==> config.mk <==
export PLATFORM = sky130hd
export DESIGN_NAME = scan_capture_ctrl
export DESIGN_NICKNAME = d
export VERILOG_FILES = /design/src/rtl/scan_capture_pkg.sv /design/src/rtl/onehot_mode_enc.sv /design/src/rtl/scan_capture_ctrl.sv
export SDC_FILE = /design/constraint.sdc
export NUM_CORES = 1
export LEC_CHECK = 0
export CORE_ASPECT_RATIO = 1.1
export CORE_MARGIN = 1
export CORE_UTILIZATION = 40
export DETAILED_ROUTE_END_ITERATION = 6
export PLACE_DENSITY_LB_ADDON = 0.1
export SLEW_MARGIN = 20
export SYNTH_ARGS = -nofsm -noshare
export SYNTH_HDL_FRONTEND = slang
export SYNTH_HIERARCHICAL = 1
export SYNTH_SLANG_ARGS = --single-unit
==> constraint.sdc <==
create_clock -name i_clk -period 3.3 [get_ports i_clk]
set_input_delay 0.495 -clock i_clk [delete_from_list [all_inputs] [get_ports i_clk]]
set_output_delay 0.495 -clock i_clk [all_outputs]
set_load 0.01 [all_outputs]
==> src/rtl/scan_capture_pkg.sv <==
// Shared encodings for the scan capture controller: FSM states and photo strobe codes.
package scan_capture_pkg;

  typedef enum logic [1:0] {
    ST_IDLE = 2'd0,
    ST_SHOT = 2'd1,
    ST_TASK = 2'd2
  } state_e;

  localparam logic [1:0] PHOTO_NONE = 2'b00;
  localparam logic [1:0] PHOTO_REF  = 2'b10;
  localparam logic [1:0] PHOTO_MEAS = 2'b01;

endpackage

==> src/rtl/onehot_mode_enc.sv <==
// One-hot mode select to 1-based index; any pattern that is not exactly one-hot decodes to 0.
module onehot_mode_enc
  import scan_capture_pkg::*;
#(
  parameter int N_MODE = 7,
  parameter int IDX_W  = $clog2(N_MODE + 1)
) (
  input  logic [N_MODE-1:0] onehot,
  output logic [IDX_W-1:0]  idx
);

  logic             found_s;
  logic             multi_s;
  logic [IDX_W-1:0] pos_s;

  // scan all lines, remembering the last set bit and whether more than one was set
  always_comb begin
    found_s = 1'b0;
    multi_s = 1'b0;
    pos_s   = {IDX_W{1'b0}};
    for (int i = 0; i < N_MODE; i++) begin
      multi_s = multi_s | (found_s & onehot[i]);
      found_s = found_s | onehot[i];
      pos_s   = onehot[i] ? IDX_W'(i + 1) : pos_s;
    end
  end

  assign idx = (found_s && !multi_s) ? pos_s : {IDX_W{1'b0}};

endmodule

==> src/rtl/scan_capture_ctrl.sv <==
// Scan capture sequencer: angle register, auto-rotate accumulator and the
// reference/measurement photo sequence handed to a downstream engine.
module scan_capture_ctrl
  import scan_capture_pkg::*;
#(
  parameter int N_MODE   = 7,
  parameter int DEG_W    = 6,
  parameter int DEG_INIT = 6,
  parameter int DEG_MIN  = 0,
  parameter int DEG_MAX  = 63,
  parameter int SAT      = 1,
  parameter int TICK_W   = 26,
  parameter int HOLD_CYC = 2**25,
  parameter int BURST    = 1,
  localparam int MODE_W  = $clog2(N_MODE + 1)
) (
  input  logic              i_clk,
  input  logic              i_rst,
  input  logic [N_MODE-1:0] i_mode,
  input  logic              i_setup,
  input  logic              i_degplus,
  input  logic              i_degsub,
  input  logic [2:0]        i_rotate,
  input  logic              i_busy,
  input  logic              i_abort,
  output logic [DEG_W-1:0]  o_deg,
  output logic [MODE_W-1:0] o_mode,
  output logic [1:0]        o_takephoto,
  output logic              o_newtask,
  output logic [3:0]        o_shots_left,
  output logic [1:0]        o_state
);

  localparam int HOLD_W = (HOLD_CYC > 1) ? $clog2(HOLD_CYC) : 1;
  localparam logic [HOLD_W-1:0] HOLD_LAST = HOLD_W'(HOLD_CYC - 1);

  state_e              state_r, state_s;
  logic [DEG_W-1:0]    deg_r, deg_s;
  logic [MODE_W-1:0]   mode_r, mode_s;
  logic [1:0]          photo_r, photo_s;
  logic                newtask_r, newtask_s;
  logic [3:0]          shots_r, shots_s;
  logic                pend_r, pend_s;
  logic [HOLD_W-1:0]   hold_r, hold_s;
  logic [TICK_W-1:0]   acc_r, acc_s;
  logic [TICK_W-1:0]   acc_sum_s;
  logic                tick_s;
  logic                mode_on_s;
  logic                step_s;
  logic [MODE_W-1:0]   dec_mode_s;

  function automatic logic [DEG_W-1:0] deg_up(input logic [DEG_W-1:0] d);
    logic [DEG_W-1:0] r;
    if ((SAT != 0) && (d == DEG_W'(DEG_MAX))) r = DEG_W'(DEG_MAX);
    else                                      r = d + DEG_W'(1);
    return r;
  endfunction

  function automatic logic [DEG_W-1:0] deg_dn(input logic [DEG_W-1:0] d);
    logic [DEG_W-1:0] r;
    if ((SAT != 0) && (d == DEG_W'(DEG_MIN))) r = DEG_W'(DEG_MIN);
    else                                      r = d - DEG_W'(1);
    return r;
  endfunction

  onehot_mode_enc #(
    .N_MODE (N_MODE),
    .IDX_W  (MODE_W)
  ) u_mode_enc (
    .onehot (i_mode),
    .idx    (dec_mode_s)
  );

  assign acc_sum_s = acc_r + TICK_W'(i_rotate);
  assign tick_s    = acc_sum_s[TICK_W-1];
  assign mode_on_s = (mode_r != {MODE_W{1'b0}});
  assign step_s    = i_degplus ^ i_degsub;

  // next-state and next-output logic; abort overrides every state
  always_comb begin
    state_s   = state_r;
    deg_s     = deg_r;
    mode_s    = mode_r;
    photo_s   = photo_r;
    newtask_s = 1'b0;
    shots_s   = shots_r;
    pend_s    = pend_r;
    hold_s    = hold_r;
    acc_s     = acc_r;
    if (i_abort) begin
      state_s = ST_IDLE;
      photo_s = PHOTO_NONE;
      pend_s  = 1'b0;
      shots_s = 4'd0;
      hold_s  = {HOLD_W{1'b0}};
    end else begin
      case (state_r)
        ST_IDLE: begin
          acc_s = tick_s ? {TICK_W{1'b0}} : acc_sum_s;
          if (i_setup) begin
            if (dec_mode_s != {MODE_W{1'b0}}) begin
              mode_s  = dec_mode_s;
              deg_s   = DEG_W'(DEG_INIT);
              shots_s = 4'(BURST);
              pend_s  = 1'b0;
              hold_s  = {HOLD_W{1'b0}};
              photo_s = PHOTO_REF;
              state_s = ST_SHOT;
            end else if (mode_on_s) begin
              mode_s    = {MODE_W{1'b0}};
              deg_s     = DEG_W'(DEG_INIT);
              newtask_s = 1'b1;
              state_s   = ST_TASK;
            end else begin
              state_s = ST_IDLE;
            end
          end else if (step_s && mode_on_s) begin
            deg_s     = i_degplus ? deg_up(deg_r) : deg_dn(deg_r);
            newtask_s = 1'b1;
            state_s   = ST_TASK;
          end else if (tick_s && mode_on_s) begin
            deg_s     = deg_up(deg_r);
            newtask_s = 1'b1;
            state_s   = ST_TASK;
          end else begin
            state_s = ST_IDLE;
          end
        end
        ST_SHOT: begin
          if (hold_r == HOLD_LAST) begin
            hold_s  = {HOLD_W{1'b0}};
            photo_s = PHOTO_NONE;
            if (photo_r == PHOTO_REF) begin
              pend_s    = 1'b1;
              newtask_s = 1'b1;
              state_s   = ST_TASK;
            end else if (shots_r != 4'd1) begin
              shots_s   = shots_r - 4'd1;
              deg_s     = deg_up(deg_r);
              pend_s    = 1'b1;
              newtask_s = 1'b1;
              state_s   = ST_TASK;
            end else begin
              shots_s = 4'd0;
              pend_s  = 1'b0;
              state_s = ST_IDLE;
            end
          end else begin
            hold_s = hold_r + HOLD_W'(1);
          end
        end
        ST_TASK: begin
          if (!i_busy) begin
            if (pend_r) begin
              pend_s  = 1'b0;
              hold_s  = {HOLD_W{1'b0}};
              photo_s = PHOTO_MEAS;
              state_s = ST_SHOT;
            end else begin
              state_s = ST_IDLE;
            end
          end else begin
            state_s = ST_TASK;
          end
        end
        default: begin
          state_s = ST_IDLE;
        end
      endcase
    end
  end

  // state and output registers; reset parks in TASK so the first idle engine cycle releases to IDLE
  always_ff @(posedge i_clk or posedge i_rst) begin
    if (i_rst) begin
      state_r   <= ST_TASK;
      deg_r     <= DEG_W'(DEG_INIT);
      mode_r    <= {MODE_W{1'b0}};
      photo_r   <= PHOTO_NONE;
      newtask_r <= 1'b0;
      shots_r   <= 4'd0;
      pend_r    <= 1'b0;
      hold_r    <= {HOLD_W{1'b0}};
      acc_r     <= {TICK_W{1'b0}};
    end else begin
      state_r   <= state_s;
      deg_r     <= deg_s;
      mode_r    <= mode_s;
      photo_r   <= photo_s;
      newtask_r <= newtask_s;
      shots_r   <= shots_s;
      pend_r    <= pend_s;
      hold_r    <= hold_s;
      acc_r     <= acc_s;
    end
  end

  assign o_deg        = deg_r;
  assign o_mode       = mode_r;
  assign o_takephoto  = photo_r;
  assign o_newtask    = newtask_r;
  assign o_shots_left = shots_r;
  assign o_state      = state_r;

endmodule
==> out/summary.txt <==
Core Region - 0.0105 mm^2
Pin count of the biggest net entering global routing - 40
Outcome - completed
Logic pwr share - 22.0%
Clock skew - 0.00399 ns
Clock power share - 39.4%
Post-Route WL - 10,300 um
Syn Nets - 504
DR WL/cell - 15.5 um
Layout cells sized above 1 - 11.2%
Initial antenna violation count - 0
Mean post-synth cell area - 9.33 um^2
Unrepaired setup endpoints after global routing - false
Synth Flop Type - dfrtp_1
RePlAce Congestion - 0.829
TritonCTS sink count - 69
Switching Fraction - 30.1%
Die Y - 112 um
Max Freq - 345 MHz
Synth cell types - 68
Worst-margin pin slew - 0.689 ns
Seq/Total Area, Yosys - 39.3%
Synth warn - 6
Critical Path Sink Type - flop
CTS Buf Count - 9
Leakage - 2.27 nW
Routed length on met1 - 4910 um
DRT iter0 DRCs - 157
Cells after synthesis - 472
Total power - 2.73 mW
Max Slew Vio Count - 0
Clk slew on worst S/H paths - 0.06 ns
PortBufs - 34
Clock latency on the worst-skew pair - 0.34 ns
Top Layer Used - met4
# Post-CTS Setup Buffers - 0
Row count - 39
Util after Layout - 50.2%
Synth Register Bits - 69
Final setup fails - 0
Clock buffer depth - 2
First drt pass iteration count - 4
# IOs - 35
Synthesized cell area - 0.00440 mm^2
Crit Path Category - input pin to flop
First-pass GRT wire length - 17,300 um
Wire length on met3 - 314 um
Vias per cell - 5.51
PostCTS Resize Cnt - 0
Multi-input logic area - 0.00253 mm^2
FILL cells - 1,001
Hold slack - 0.464 ns
Die Area - 0.0114 mm^2
Period minus WS final - 2.90 ns
DRC Markers - 0
Post-synth top area cell - dfrtp_1
Tightest Hold Check Type - flop to flop
Initial Util - 41.8%
Asr flop ratio synth - 100%
Most common cell after layout, fill and taps aside - dfrtp_1
GR Overflow Total - 0
TritonCTS clock tree - yes
Critical Path RT - 3.57 ns
P_sw - 824 uW
HPWL Detailed - 7450 um
Register Area - 0.00173 mm^2
Peak VDD IR - 0.247 mV
Setup ws final - 0.399 ns
Ant. Diodes - 0
Max H-tree Level - 3
Number of flops mapped to enable cells by yosys - 0
Slew margin rel. - 53.5%
Antenna-violating nets left - 0
Final period util - 87.9%
Commonest non-fill, non-tap cells in the layout - dfrtp_1, nor2_1, nand2_1
CP Launch Type - input pin
Flop pwr share - 38.6%
CP max FO - 8
Synthesis-to-layout area growth - 20.3%
Hold Fails Final Rpt - 0
CTS root buffer - clkbuf_16
Worst EP arrival - 3.17 ns
TNS Setup - 0 ns
Pre-CTS WS - 0.0204 ns
# nets final - 545
Metal2 WL - 4880 um
Max-cap violations - 0
Total track usage - 19.2%
Via Count - 3,645
Vias in the first global route - 3,551
Synth top area share - 37.5%
CTS Hold Bufs - 0
Die span in x - 102 um
Internal power - 1.91 mW
Pwr Density - 516 mW/mm^2
Synth top area cells - dfrtp_1, xor2_1, ha_1
-- state kept, by name (all words and copies together), names as in the netlist --
name	cells
o_shots_left	4
o_mode	3
o_state	2
pend_r	1
hold_r	25
o_takephoto	2
acc_r	25
o_deg	6
o_newtask	1
-- cells in the mapped netlist (all sizes together) (5+ instances only) --
library cell	n
inv	14
mux2	7
dfrtp	66
or3	7
a21oi	15
nor2	41
buf	7
or4	5
o31ai	7
mux2i	5
o2111ai	7
and4	9
a21o	6
a211oi	6
and2	11
and3	14
o21ai	26
clkbuf	13
xor2	29
nand3	21
xnor2	8
o211ai	8
ha	14
nor3	10
nand2b	6
nand2	35
nand4	16
-- cell type report --
class	count	share of cell area, %
clock buffers	9	4.25
clock inverters	7	1.99
inverters	14	0.993
multi-input cells	369	47.8
flip-flops and latches	69	32.7
well taps	143	3.38
repair buffers	50	8.93
-- metal layers --
layer / vias up / track usage [%]
li1: 1826 / -
met1: 1748 / 25.4
met2: 60 / 30.7
met3: 11 / 4.30
met4: 0 / 6.86
met5: - / 0
-- worst max-delay path: stages --
cell and delay [ns]:
clkdlybuf4s50_1 0.48, nor3_1 0.33, o21ai_0 0.14, a221oi_1 0.39, o31ai_1 0.18, a22oi_1 0.22, buf_4 0.19, o21ai_0 0.10
or4_1 0.49, a21oi_1 0.14
-- power by group through the flow --
stage	Clock [mW]	Sequential (mW)	Combinational (mW)
final	1.08	1.05	0.602
after global routing	1.14	1.07	0.674
after CTS	1.11	1.05	0.609
after detailed placement	0	1.07	0.606
after global placement	0	1.06	0.597
after floorplan	0	1.04	0.407
-- through the flow --
stage	cells	instance area, um^2
after floorplan	472	4400
after global placement	645	4960
after detailed placement	645	4960
after CTS	661	5290
after global routing	661	5290
final	661	5290
-- cell families after synthesis --
kind of cell	after synthesis	share of synthesized area, %
AOI/OAI and AO/OA	111	17.7
xor gates and xnor gates	37	7.36
adders and majority gates	15	4.43
buffers and inverters	34	3.24
DFF	69	39.3
muxes	12	3.27
and+or+nand+nor	194	24.6
-- final timing paths --
kind | slack, ns | from | cells past startpoint | to
hold / removal | 0.46 | acc_r[21] | 1 | acc_r[21]
max in group asynchronous | 2.01 | i_rst | 3 | o_deg[2]
min in group asynchronous | 0.59 | i_rst | 2 | hold_r[19]
setup reg to reg | 0.49 | o_state[1] | 7 | o_deg[3]
setup / recovery | 0.40 | i_mode[1] | 10 | hold_r[21]
hold reg to reg | 0.46 | acc_r[21] | 1 | acc_r[21]
(Power assumes the default switching activity.)
